## config.mk

```make
export PLATFORM = sky130hd
export DESIGN_NAME = exe_mem_req
export DESIGN_NICKNAME = d
export VERILOG_FILES = /design/src/rtl/exe_mem_req.sv
export SDC_FILE = /design/constraint.sdc
export NUM_CORES = 1
export LEC_CHECK = 0
export ABC_AREA = 0
export CORE_MARGIN = 1
export CORE_UTILIZATION = 33
export DETAILED_ROUTE_END_ITERATION = 8
export HOLD_SLACK_MARGIN = 0.06
export PLACE_DENSITY = 0.66
export SKIP_CTS_REPAIR_TIMING = 1
export SLEW_MARGIN = 10
export SYNTH_ARGS = -nofsm -noshare
export SYNTH_HDL_FRONTEND = slang
export SYNTH_SLANG_ARGS = --single-unit
```

## constraint.sdc

```tcl
create_clock -name clk -period 5.2 [get_ports clk]
set_input_delay 1.3 -clock clk [delete_from_list [all_inputs] [get_ports clk]]
set_output_delay 1.3 -clock clk [all_outputs]
set_load 0.02 [all_outputs]
```

## src/rtl/exe_mem_req.sv

```systemverilog
// Execute-stage data-SRAM request issuer: drives the req/addr_ok handshake,
// formats store lanes, flags misaligned accesses and counts in-flight data_ok.
module exe_mem_req #(
   parameter int MAX_OUTSTANDING = 2
) (
   input  logic        clk,
   input  logic        resetn,
   input  logic        es_valid,
   input  logic        ms_allowin,
   input  logic        flush,
   input  logic        es_ex,
   input  logic        younger_ex,
   input  logic        mem_re,
   input  logic        mem_we,
   input  logic [1:0]  mem_size,
   input  logic [31:0] vaddr,
   input  logic [31:0] st_data,
   output logic        data_sram_req,
   output logic        data_sram_wr,
   output logic [1:0]  data_sram_size,
   output logic [3:0]  data_sram_wstrb,
   output logic [31:0] data_sram_addr,
   output logic [31:0] data_sram_wdata,
   input  logic        data_sram_addr_ok,
   input  logic        data_sram_data_ok,
   output logic        ale_ex,
   output logic        mem_ready_go,
   output logic [1:0]  outstanding
);

   typedef enum logic [1:0] {
      IDLE   = 2'd0,
      REQ    = 2'd1,
      DONE   = 2'd2,
      CANCEL = 2'd3
   } state_t;

   localparam logic [1:0] MAX_C = 2'(MAX_OUTSTANDING);

   state_t      state_r, state_s;
   logic        mem_op_s, misalign_s, can_issue_s, accept_s, ready_s;
   logic [3:0]  wstrb_s;
   logic [31:0] wdata_s;
   logic        req_r, wr_r;
   logic [1:0]  size_r, outstanding_r;
   logic [3:0]  wstrb_r;
   logic [31:0] addr_r, wdata_r;

   assign mem_op_s    = mem_re | mem_we;
   assign ale_ex      = es_valid & mem_op_s & misalign_s;
   assign can_issue_s = es_valid & mem_op_s & ~ale_ex & ~es_ex & ~younger_ex & ~flush
                        & (outstanding_r < MAX_C);
   assign accept_s    = req_r & data_sram_addr_ok;

   // Alignment check; size 3 is handled as a word.
   always_comb begin
      misalign_s = 1'b0;
      case (mem_size)
         2'd0:    misalign_s = 1'b0;
         2'd1:    misalign_s = vaddr[0];
         default: misalign_s = (vaddr[1:0] != 2'b00);
      endcase
   end

   // Store byte-enable and lane replication.
   always_comb begin
      wstrb_s = 4'b0000;
      wdata_s = st_data;
      case (mem_size)
         2'd0: begin
            wstrb_s = 4'b0001 << vaddr[1:0];
            wdata_s = {4{st_data[7:0]}};
         end
         2'd1: begin
            wstrb_s = vaddr[1] ? 4'b1100 : 4'b0011;
            wdata_s = {2{st_data[15:0]}};
         end
         default: begin
            wstrb_s = 4'b1111;
            wdata_s = st_data;
         end
      endcase
      if (!mem_we) begin
         wstrb_s = 4'b0000;
      end else begin
         wstrb_s = wstrb_s;
      end
   end

   // Handshake next-state and ready_go contribution.
   always_comb begin
      state_s = state_r;
      ready_s = ~mem_op_s | ale_ex | es_ex | younger_ex;
      case (state_r)
         IDLE: begin
            if (can_issue_s) state_s = REQ;
            else             state_s = IDLE;
         end
         REQ: begin
            if (data_sram_addr_ok) begin
               if (flush) begin
                  state_s = IDLE;
               end else begin
                  state_s = DONE;
                  ready_s = 1'b1;
               end
            end else if (flush) begin
               state_s = CANCEL;
            end else begin
               state_s = REQ;
            end
         end
         DONE: begin
            ready_s = 1'b1;
            if (flush || ms_allowin) state_s = IDLE;
            else                     state_s = DONE;
         end
         CANCEL: begin
            if (data_sram_addr_ok) state_s = IDLE;
            else                   state_s = CANCEL;
         end
         default: state_s = IDLE;
      endcase
   end

   // State and request-valid registers.
   always_ff @(posedge clk) begin
      if (!resetn) begin
         state_r <= IDLE;
         req_r   <= 1'b0;
      end else begin
         state_r <= state_s;
         req_r   <= (state_s == REQ) || (state_s == CANCEL);
      end
   end

   // Payload is captured only on issue so it stays frozen until addr_ok.
   always_ff @(posedge clk) begin
      if (!resetn) begin
         wr_r    <= 1'b0;
         size_r  <= 2'd0;
         wstrb_r <= 4'b0000;
         addr_r  <= 32'h0000_0000;
         wdata_r <= 32'h0000_0000;
      end else if ((state_r == IDLE) && can_issue_s) begin
         wr_r    <= mem_we;
         size_r  <= mem_size;
         wstrb_r <= wstrb_s;
         addr_r  <= vaddr;
         wdata_r <= wdata_s;
      end else begin
         wr_r    <= wr_r;
         size_r  <= size_r;
         wstrb_r <= wstrb_r;
         addr_r  <= addr_r;
         wdata_r <= wdata_r;
      end
   end

   // In-flight counter; cancelled handshakes still return data_ok.
   always_ff @(posedge clk) begin
      if (!resetn) begin
         outstanding_r <= 2'd0;
      end else begin
         case ({accept_s, data_sram_data_ok})
            2'b10: begin
               if (outstanding_r < MAX_C) outstanding_r <= outstanding_r + 2'd1;
               else                       outstanding_r <= outstanding_r;
            end
            2'b01: begin
               if (outstanding_r != 2'd0) outstanding_r <= outstanding_r - 2'd1;
               else                       outstanding_r <= outstanding_r;
            end
            default: outstanding_r <= outstanding_r;
         endcase
      end
   end

   assign data_sram_req   = req_r;
   assign data_sram_wr    = wr_r;
   assign data_sram_size  = size_r;
   assign data_sram_wstrb = wstrb_r;
   assign data_sram_addr  = addr_r;
   assign data_sram_wdata = wdata_r;
   assign mem_ready_go    = ready_s;
   assign outstanding     = outstanding_r;

endmodule

```

After elaboration in Yosys (flattened, before gate mapping)

Index checks and enable logic that the tools add are counted.

Add/sub/neg operators: 2
Reduce and logical (&&, ||, !) cells: 9
Mux-type cells: 18
Bitwise logic cells: 17
Eq/ne operators: 10
Shift operators: 1
$lt $le $gt $ge: 1

Operator list:

| cell                                                                   | number |
|---|---|
| 32-bit case mux with 2 select lines                                    | 1 |
| 2-bit 2-to-1 mux                                                       | 7 |
| 1-bit bitwise AND                                                      | 8 |
| 2-bit by 1-bit equality test with 1-bit output (second input constant) | 4 |
| 2-bit equality test (second input constant)                            | 4 |
| 4-bit 2-to-1 mux                                                       | 2 |
| 2-bit case mux with 4 select lines                                     | 1 |
| 4-bit case mux with 2 select lines                                     | 1 |
| 2-bit nonzero test                                                     | 3 |
| 1-bit NOT                                                              | 5 |
| 2-bit zero test                                                        | 2 |
| 2-bit != test (second input constant)                                  | 2 |
| 1-bit bitwise OR                                                       | 4 |
| 1-bit case mux with 2 select lines                                     | 2 |
| 2-bit case mux with 2 select lines                                     | 1 |
| 1-bit by 2-bit << shifter with 4-bit output (first input constant)     | 1 |
| 1-bit 2-to-1 mux                                                       | 3 |
| 3-bit AND reduction                                                    | 1 |
| 2-bit by 1-bit adder with 2-bit output (second input constant)         | 1 |
| 1-bit logical OR                                                       | 2 |
| 2-bit less-than comparator (second input constant)                     | 1 |
| 2-bit by 1-bit subtractor with 2-bit output (second input constant)    | 1 |
| 1-bit logical AND                                                      | 1 |

Input bits: 77
Output and inout port bits: 76
Word-level logic and storage cells: 66
Register bits: 76

Depth between registers and ports, before layout

Gate-level depths: netlist of run 1.

Depth in word-level cells: 13
Mapped depth: 8
Mapped depth without buffers: 6

Worst setup path before layout of run 1

OpenSTA, ideal clock, no wires.

Kind: input to output
Start point: in mem_size[0]
End point: out mem_ready_go
Path buffers: 2
Stages on the path: 6
Path slack: 1.624 ns
Arrival: 2.276 ns
Data required time: 3.900 ns
Path through: buf_2 -> a21o_1 -> o21ai_2 -> buf_2 -> o221ai_1 -> a22o_1

Cells in the longest elaborated chain, start to end: 9

Ends and longest elaborated chain:

| what                                                                                     | line | text |
|---|---|---|
| start: declaration                                                                       | 15   | `input logic [1:0] mem_size,` |
| 2-bit by 1-bit equality test with 1-bit output / 2-bit zero test (equally long branches) | 58   | `case (mem_size)` |
| 1-bit case mux with 2 select lines (*)                                                   | 58   |  |
| 1-bit bitwise AND (*)                                                                    | 50   | `assign ale_ex = es_valid & mem_op_s & misalign_s;` |
| 1-bit bitwise OR (*) (3 in a row)                                                        | 93   | `ready_s = ~mem_op_s \| ale_ex \| es_ex \| younger_ex;` |
| 1-bit 2-to-1 mux                                                                         | 101  | `if (flush) begin` |
| 1-bit 2-to-1 mux                                                                         | 100  | `if (data_sram_addr_ok) begin` |
| 1-bit case mux with 2 select lines (*)                                                   | 94   | `case (state_r)` |
| end: declaration                                                                         | 27   | `output logic mem_ready_go,` |

Every way passes the cells marked *; elsewhere a longest branch is shown, timed or not.

Worst setup path after layout of run 1

Start point: in vaddr[0]
End point: out mem_ready_go

Cells in the longest elaborated chain, start to end: 9

Ends and longest elaborated chain:

| what                                   | line | text |
|---|---|---|
| start: declaration                     | 16   | `input logic [31:0] vaddr,` |
| 2-bit nonzero test                     | 61   | `default: misalign_s = (vaddr[1:0] != 2'b00);` |
| 1-bit case mux with 2 select lines (*) | 58   |  |
| 1-bit bitwise AND (*)                  | 50   |  |
| 1-bit bitwise OR (*) (3 in a row)      | 93   |  |
| 1-bit 2-to-1 mux                       | 101  |  |
| 1-bit 2-to-1 mux                       | 100  |  |
| 1-bit case mux with 2 select lines (*) | 94   |  |

Marked as above.

==> flow_metrics.env, run 1 <==
export IMPL_fin_worst_skew_ps=4.63
export IMPL_dr_pass1_iters=4
export IMPL_cpMostUsedCell="clkdlybuf4s50_1"
export IMPL_grt_antenna_before_repair=0
export IMPL_io_buffers=152
export IMPL_setup_viol=0
export IMPL_vias=3372
export IMPL_wire_per_inst_um=15.1
export IMPL_worstSkewPairLatency_ps=340
export IMPL_critPathArrivalTime_ps=3220
export IMPL_clock_sinks=76
export IMPL_place_hpwl_mm=6.95
export IMPL_relSlewSlack_pct=31.7
export IMPL_fp_dieW_um=105
export IMPL_synth_seq_cells=76
export IMPL_power_density_nw_per_um2=240
export IMPL_critPathSlowestCell="clkdlybuf4s50_1"
export IMPL_rows=37
export IMPL_vdd_ir_drop_max_v=0.000137
export IMPL_timing_fmax_mhz=221
export IMPL_layout_commonest_cell="clkdlybuf4s50_1"
export IMPL_crit_chain="clkdlybuf4s50_1 -> a21o_1 -> o21ai_2 -> o221ai_1 -> a22o_1 -> clkdlybuf4s50_1"
export IMPL_worstMarginPinSlew_ps=1020
export IMPL_setup_ws_ps=685
export IMPL_crit_required_ps=3900
export IMPL_area_growth_pct=49.9
export IMPL_maxCapViolCount=0
export IMPL_crit_path_max_fanout=6
export IMPL_max_stage_delay_ps=650
export IMPL_crit_type="in -> out"
export IMPL_drive_gt1_share_pct=4.46
export IMPL_endpoint_kind="output pin"
export IMPL_multi_input_area_um2=1780
export IMPL_path_buf_inv=2
export IMPL_drt_vias_per_instance=5.00
export IMPL_dieArea_um2=11100
export IMPL_whs_ps=453
export IMPL_start_kind="input pin"
export IMPL_hold_violations=0
export IMPL_syn_area_per_cell_um2=8.78
export IMPL_rsz0062_at_grt="false"
export IMPL_status="completed"
export IMPL_dp_cells=658
export IMPL_ant_nets=0
export IMPL_mostFrequentLayoutCells="clkdlybuf4s50_1 (151), nand2_1 (98), dfxtp_1 (76)"
export IMPL_clock_path_buffers=2
export IMPL_ys_seq_area_share_pct=43.3
export IMPL_die_height_um=105
export IMPL_core_area_um2=10300
export IMPL_finalCritPeriodShare_pct=86.8
export IMPL_grt_max_degree=81
export IMPL_drc=0
export IMPL_fin_setup_tns_ps=0
export IMPL_regArea_um2=1520
export IMPL_fin_area_um2=5270
export IMPL_diodes=0
export IMPL_cts_tree="yes"
export IMPL_ctsRootBufferMaster="clkbuf_8"
export IMPL_drtIter0Drc=173
export IMPL_start_util_pct=34.0
export IMPL_grt_pass1_vias=3275
export IMPL_grt_use_total_pct=18.5
export IMPL_fin_cells=674
export IMPL_hold_class="reg -> reg"
export IMPL_cts_clk_slew_worst_paths_ps=80
export IMPL_routed_wl_mm=10.2
export IMPL_syn_nets=481
export IMPL_overflow=0
export IMPL_syn_area_um2=3510
export IMPL_placed_cell_area_um2=5050
export IMPL_drv_slew=0
export IMPL_grt_pass1_wl_mm=16.2
export IMPL_synthCells=400
export IMPL_fin_nets=614
export IMPL_synth_cell_types=33
export IMPL_power_leakage_nw=2.10
export IMPL_htree_levels=3
export IMPL_cts_made_buffers=9
export IMPL_ios=153
export IMPL_final_min_clock_period_ps=4520
export IMPL_place_congestion=0.819
export IMPL_fillers=970
export IMPL_ys_warn_count=0
export IMPL_cp_top_family="buffers and inverters"
export IMPL_place_ws_ps=679
[worst reg2reg max path, cell delays in order, from the launching register on]
cell,delay (ps)
dfxtp_1,340
inv_1,90
ha_1,190
and4bb_1,210
o211a_1,150
buf_4,360
and2_4,870
mux2i_1,340
[cells in the mapped netlist]
| cell | n | area share (%) |
|---|---|---|
| buf_1 | 2 | 0.21 |
| a21oi_1 | 6 | 0.86 |
| and2_1 | 1 | 0.18 |
| nor3b_1 | 1 | 0.21 |
| ha_1 | 4 | 1.4 |
| a21boi_0 | 1 | 0.21 |
| o21ai_0 | 13 | 1.9 |
| mux2i_1 | 57 | 16 |
| o21bai_1 | 2 | 0.43 |
| or2_1 | 1 | 0.18 |
| dfxtp_1 | 76 | 43 |
| a21o_1 | 2 | 0.43 |
| buf_2 | 11 | 1.6 |
| o21ai_1 | 21 | 3.0 |
| nor2_1 | 9 | 0.96 |
| nor3_1 | 1 | 0.14 |
| buf_4 | 1 | 0.21 |
| nand4_1 | 20 | 3.6 |
| buf_6 | 6 | 1.9 |
| and4bb_1 | 1 | 0.36 |
| nand3b_1 | 1 | 0.21 |
| nor2_4 | 1 | 0.32 |
| nand3_1 | 18 | 2.6 |
| o221ai_1 | 1 | 0.25 |
| o21ai_2 | 1 | 0.25 |
| o21a_1 | 2 | 0.43 |
| nand2b_1 | 3 | 0.53 |
| inv_1 | 4 | 0.43 |
| a21bo_2 | 1 | 0.29 |
| a22o_1 | 1 | 0.25 |
| clkbuf_1 | 15 | 1.6 |
| o211a_1 | 18 | 5.1 |
| nand2_1 | 98 | 10 |
[logic make-up after synthesis]
| group | share of synthesized area [%] |
|---|---|
| buf+inv | 5.95 |
| fa+ha+maj | 1.43 |
| compound gates | 13.4 |
| flops | 43.3 |
| mux | 16.2 |
| simple gates | 19.7 |
[worst paths after layout]
kind	startpoint	endpoint	slack [ps]	cells after the start
hold / removal	data_sram_wdata[5]	data_sram_wdata[5]	450	2
setup / recovery	vaddr[0]	mem_ready_go	680	6
setup reg to reg	state_r[0]	data_sram_addr[12]	2560	7
hold reg to reg	data_sram_wdata[5]	data_sram_wdata[5]	450	2
[through the flow]
stage / utilization (%) / total power [mW]
2_1_floorplan: - / 0.685
3_3_place_gp: 48.9 / 0.779
3_5_place_dp: 48.9 / 0.781
4_1_cts: 51.0 / 1.28
5_1_grt: 51.0 / 1.32
6_report: 51.0 / 1.26
[sequential cells by signal, indices dropped and copies added (netlist names)]
name and cells:
data_sram_addr 32, data_sram_req 1, data_sram_size 2, data_sram_wdata 32
data_sram_wr 1, data_sram_wstrb 4, outstanding 2, state_r 2
[layer usage]
metal / share of wire (%) / GRT usage (%) / wire length (µm) / vias to the layer above
li1: - / - / - / 1654
met1: 46 / 24.7 / 4680 / 1530
met2: 43 / 27.2 / 4330 / 165
met3: 9.8 / 6.74 / 995 / 23
met4: 1.8 / 6.74 / 183 / 0
met5: 0 / 0 / 0 / -
[where the power goes]
part,internal [mW],switching (mW),total [mW]
combinational,0.0904,0.0847,0.175
sequential,0.589,0.00402,0.593
clock,0.283,0.213,0.496
[area by class of cell]
type	count	area share, %
multi-input cells	285	33.9
repair buffers	157	29.6
flip-flops and latches	76	28.9
well taps	136	3.23
clock buffers	12	2.76
clock inverters	4	1.38
inverters	4	0.285
No activity file was read; power rests on OpenSTA's default activity.
==> run 2: changes to the inputs <==
==> constraint.sdc (replaced) <==
create_clock -name clk -period 4.35 [get_ports clk]
set_input_delay 1.0875 -clock clk [delete_from_list [all_inputs] [get_ports clk]]
set_output_delay 1.0875 -clock clk [all_outputs]
set_load 0.02 [all_outputs]
==> run 2 against run 1 <==
Non-clock buffer count grew 3. Utilization is essentially flat. Count of clock-buffer cells in the layout grew 3. Combinational power rose by 20%. Design area barely moved. Critical path depth did not move. Clock skew up 4.5 ps. Worst hold slack got worse by 4.7 ps. Setup slack worse by 520 ps. Sequential share of layout area barely moved. Via count fell by 1.1%. Total power increased by 12%.
==> flow_metrics.env, run 2 (same netlist as run 1, synthesis figures left out) <==
export IMPL_status="completed"
export IMPL_fillers=962
export IMPL_cts_tree="yes"
export IMPL_drtIter0Drc=162
export IMPL_wire_per_inst_um=15.3
export IMPL_setup_viol=0
export IMPL_drive_gt1_share_pct=4.81
export IMPL_grt_pass1_vias=3262
export IMPL_reg2reg_depth=7
export IMPL_dr_pass1_iters=4
export IMPL_hold_class="reg -> reg"
export IMPL_drt_vias_per_instance=4.93
export IMPL_worstMarginPinSlew_ps=548
export IMPL_power_leakage_nw=2.10
export IMPL_grt_antenna_before_repair=0
export IMPL_vias=3335
export IMPL_fp_dieW_um=105
export IMPL_power_density_nw_per_um2=270
export IMPL_critPathArrivalTime_ps=3100
export IMPL_r2r_start="state_r[0]"
export IMPL_rows=37
export IMPL_grt_use_total_pct=19.2
export IMPL_ctsRootBufferMaster="clkbuf_8"
export IMPL_area_growth_pct=49.9
export IMPL_overflow=0
export IMPL_setup_worst_path_end="mem_ready_go"
export IMPL_grt_busiest_layer="met2"
export IMPL_grt_max_degree=59
export IMPL_hold_violations=0
export IMPL_power_mw=1.42
export IMPL_start_kind="input pin"
export IMPL_maxCapViolCount=0
export IMPL_clock_sinks=76
export IMPL_cts_made_buffers=9
export IMPL_reg2reg_slack_ps=2340
export IMPL_grt_pass1_wl_mm=16.6
export IMPL_htree_levels=3
export IMPL_routed_wl_mm=10.4
export IMPL_crit_type="in -> out"
export IMPL_drv_slew=0
export IMPL_start_util_pct=34.0
export IMPL_cts_clk_slew_worst_paths_ps=70
export IMPL_diodes=0
export IMPL_io_buffers=152
export IMPL_placed_cell_area_um2=5080
export IMPL_crit_required_ps=3260
export IMPL_met3_usage_pct=6.36
export IMPL_clock_path_buffers=2
export IMPL_relSlewSlack_pct=63.5
export IMPL_fin_worst_skew_ps=9.12
export IMPL_layout_commonest_cell="clkdlybuf4s50_1"
export IMPL_critPathLaunch="vaddr[0]"
export IMPL_place_congestion=0.822
export IMPL_timing_fmax_mhz=239
export IMPL_fin_nets=617
export IMPL_rr_endpoint="data_sram_addr[6]"
export IMPL_use_met2_pct=30.0
export IMPL_vdd_ir_drop_max_v=0.000152
export IMPL_finalCritPeriodShare_pct=96.3
export IMPL_fin_setup_tns_ps=0
export IMPL_drc=0
export IMPL_fin_area_um2=5260
export IMPL_use_met1_pct=24.2
export IMPL_dieArea_um2=11100
export IMPL_rsz0062_at_grt="false"
export IMPL_ios=153
export IMPL_crit_path_max_fanout=7
export IMPL_die_height_um=105
export IMPL_mostFrequentLayoutCells="clkdlybuf4s50_1 (151), nand2_1 (98), dfxtp_1 (76)"
export IMPL_final_min_clock_period_ps=4190
export IMPL_worstSkewPairLatency_ps=350
export IMPL_core_area_um2=10300
export IMPL_place_hpwl_mm=7.30
export IMPL_regArea_um2=1520
export IMPL_multi_input_area_um2=1780
export IMPL_ant_nets=0
export IMPL_endpoint_kind="output pin"
[run 2: worst min-delay path by stage]
stage / start / end / cells after the start
finish: data_sram_wdata[1] / data_sram_wdata[1] / 2
detailed placement: data_sram_wdata[3] / data_sram_wdata[3] / 2
CTS: data_sram_wdata[3] / data_sram_wdata[3] / 2
floorplan: data_sram_size[0] / data_sram_size[0] / 2
global route: data_sram_size[0] / data_sram_size[0] / 2
global placement: data_sram_wdata[5] / data_sram_wdata[5] / 2
[run 2: worst max-delay path, stage by stage]
cell and delay (ps):
clkdlybuf4s50_1 680, a21o_1 200, o21ai_2 120, o221ai_1 250, a22o_1 170, clkdlybuf4s50_1 590
[run 2: area by class of cell]
cell class                 instances  share of cell area, %
tap                              136                   3.23
sequential                        76                   28.9
multi-input combinational        285                   33.9
clock inverter                     1                 0.0951
inverter                           4                  0.285
clock buffer                      15                   3.35
timing repair buffer             160                   30.2
[run 2: layer usage]
layer  wire length [µm]  share of wire [%]
met2               4530                 44
met5                  0                  0
met3                889                8.6
met4                191                1.8
met1               4760                 46
[run 2: metrics by stage]
step                std cells  util [%]  worst slack, ps  hold WS (ps)
detailed placement        661      49.2              203           441
finish                    677      51.0              162           448
CTS                       677      51.0              196           452
global placement          661      49.2              277           436
floorplan                 400         -             1200           526
global route              677      51.0              113           469
[run 2: where the power goes]
group | leakage (nW) | switching (mW) | internal, mW
Combinational | 1.40 | 0.101 | 0.109
Clock | 0.0937 | 0.248 | 0.254
Sequential | 0.613 | 0.00469 | 0.704
Total | 2.10 | 0.354 | 1.07
==> run 3: changes to the inputs <==
--- a/config.mk
+++ b/config.mk
@@ -12,7 +12,6 @@
 export HOLD_SLACK_MARGIN = 0.06
 export PLACE_DENSITY = 0.66
 export SKIP_CTS_REPAIR_TIMING = 1
-export SLEW_MARGIN = 10
 export SYNTH_ARGS = -nofsm -noshare
 export SYNTH_HDL_FRONTEND = slang
 export SYNTH_SLANG_ARGS = --single-unit
==> results of run 3 <==
The final DEF is identical to that of run 2; final timing and power are the same.
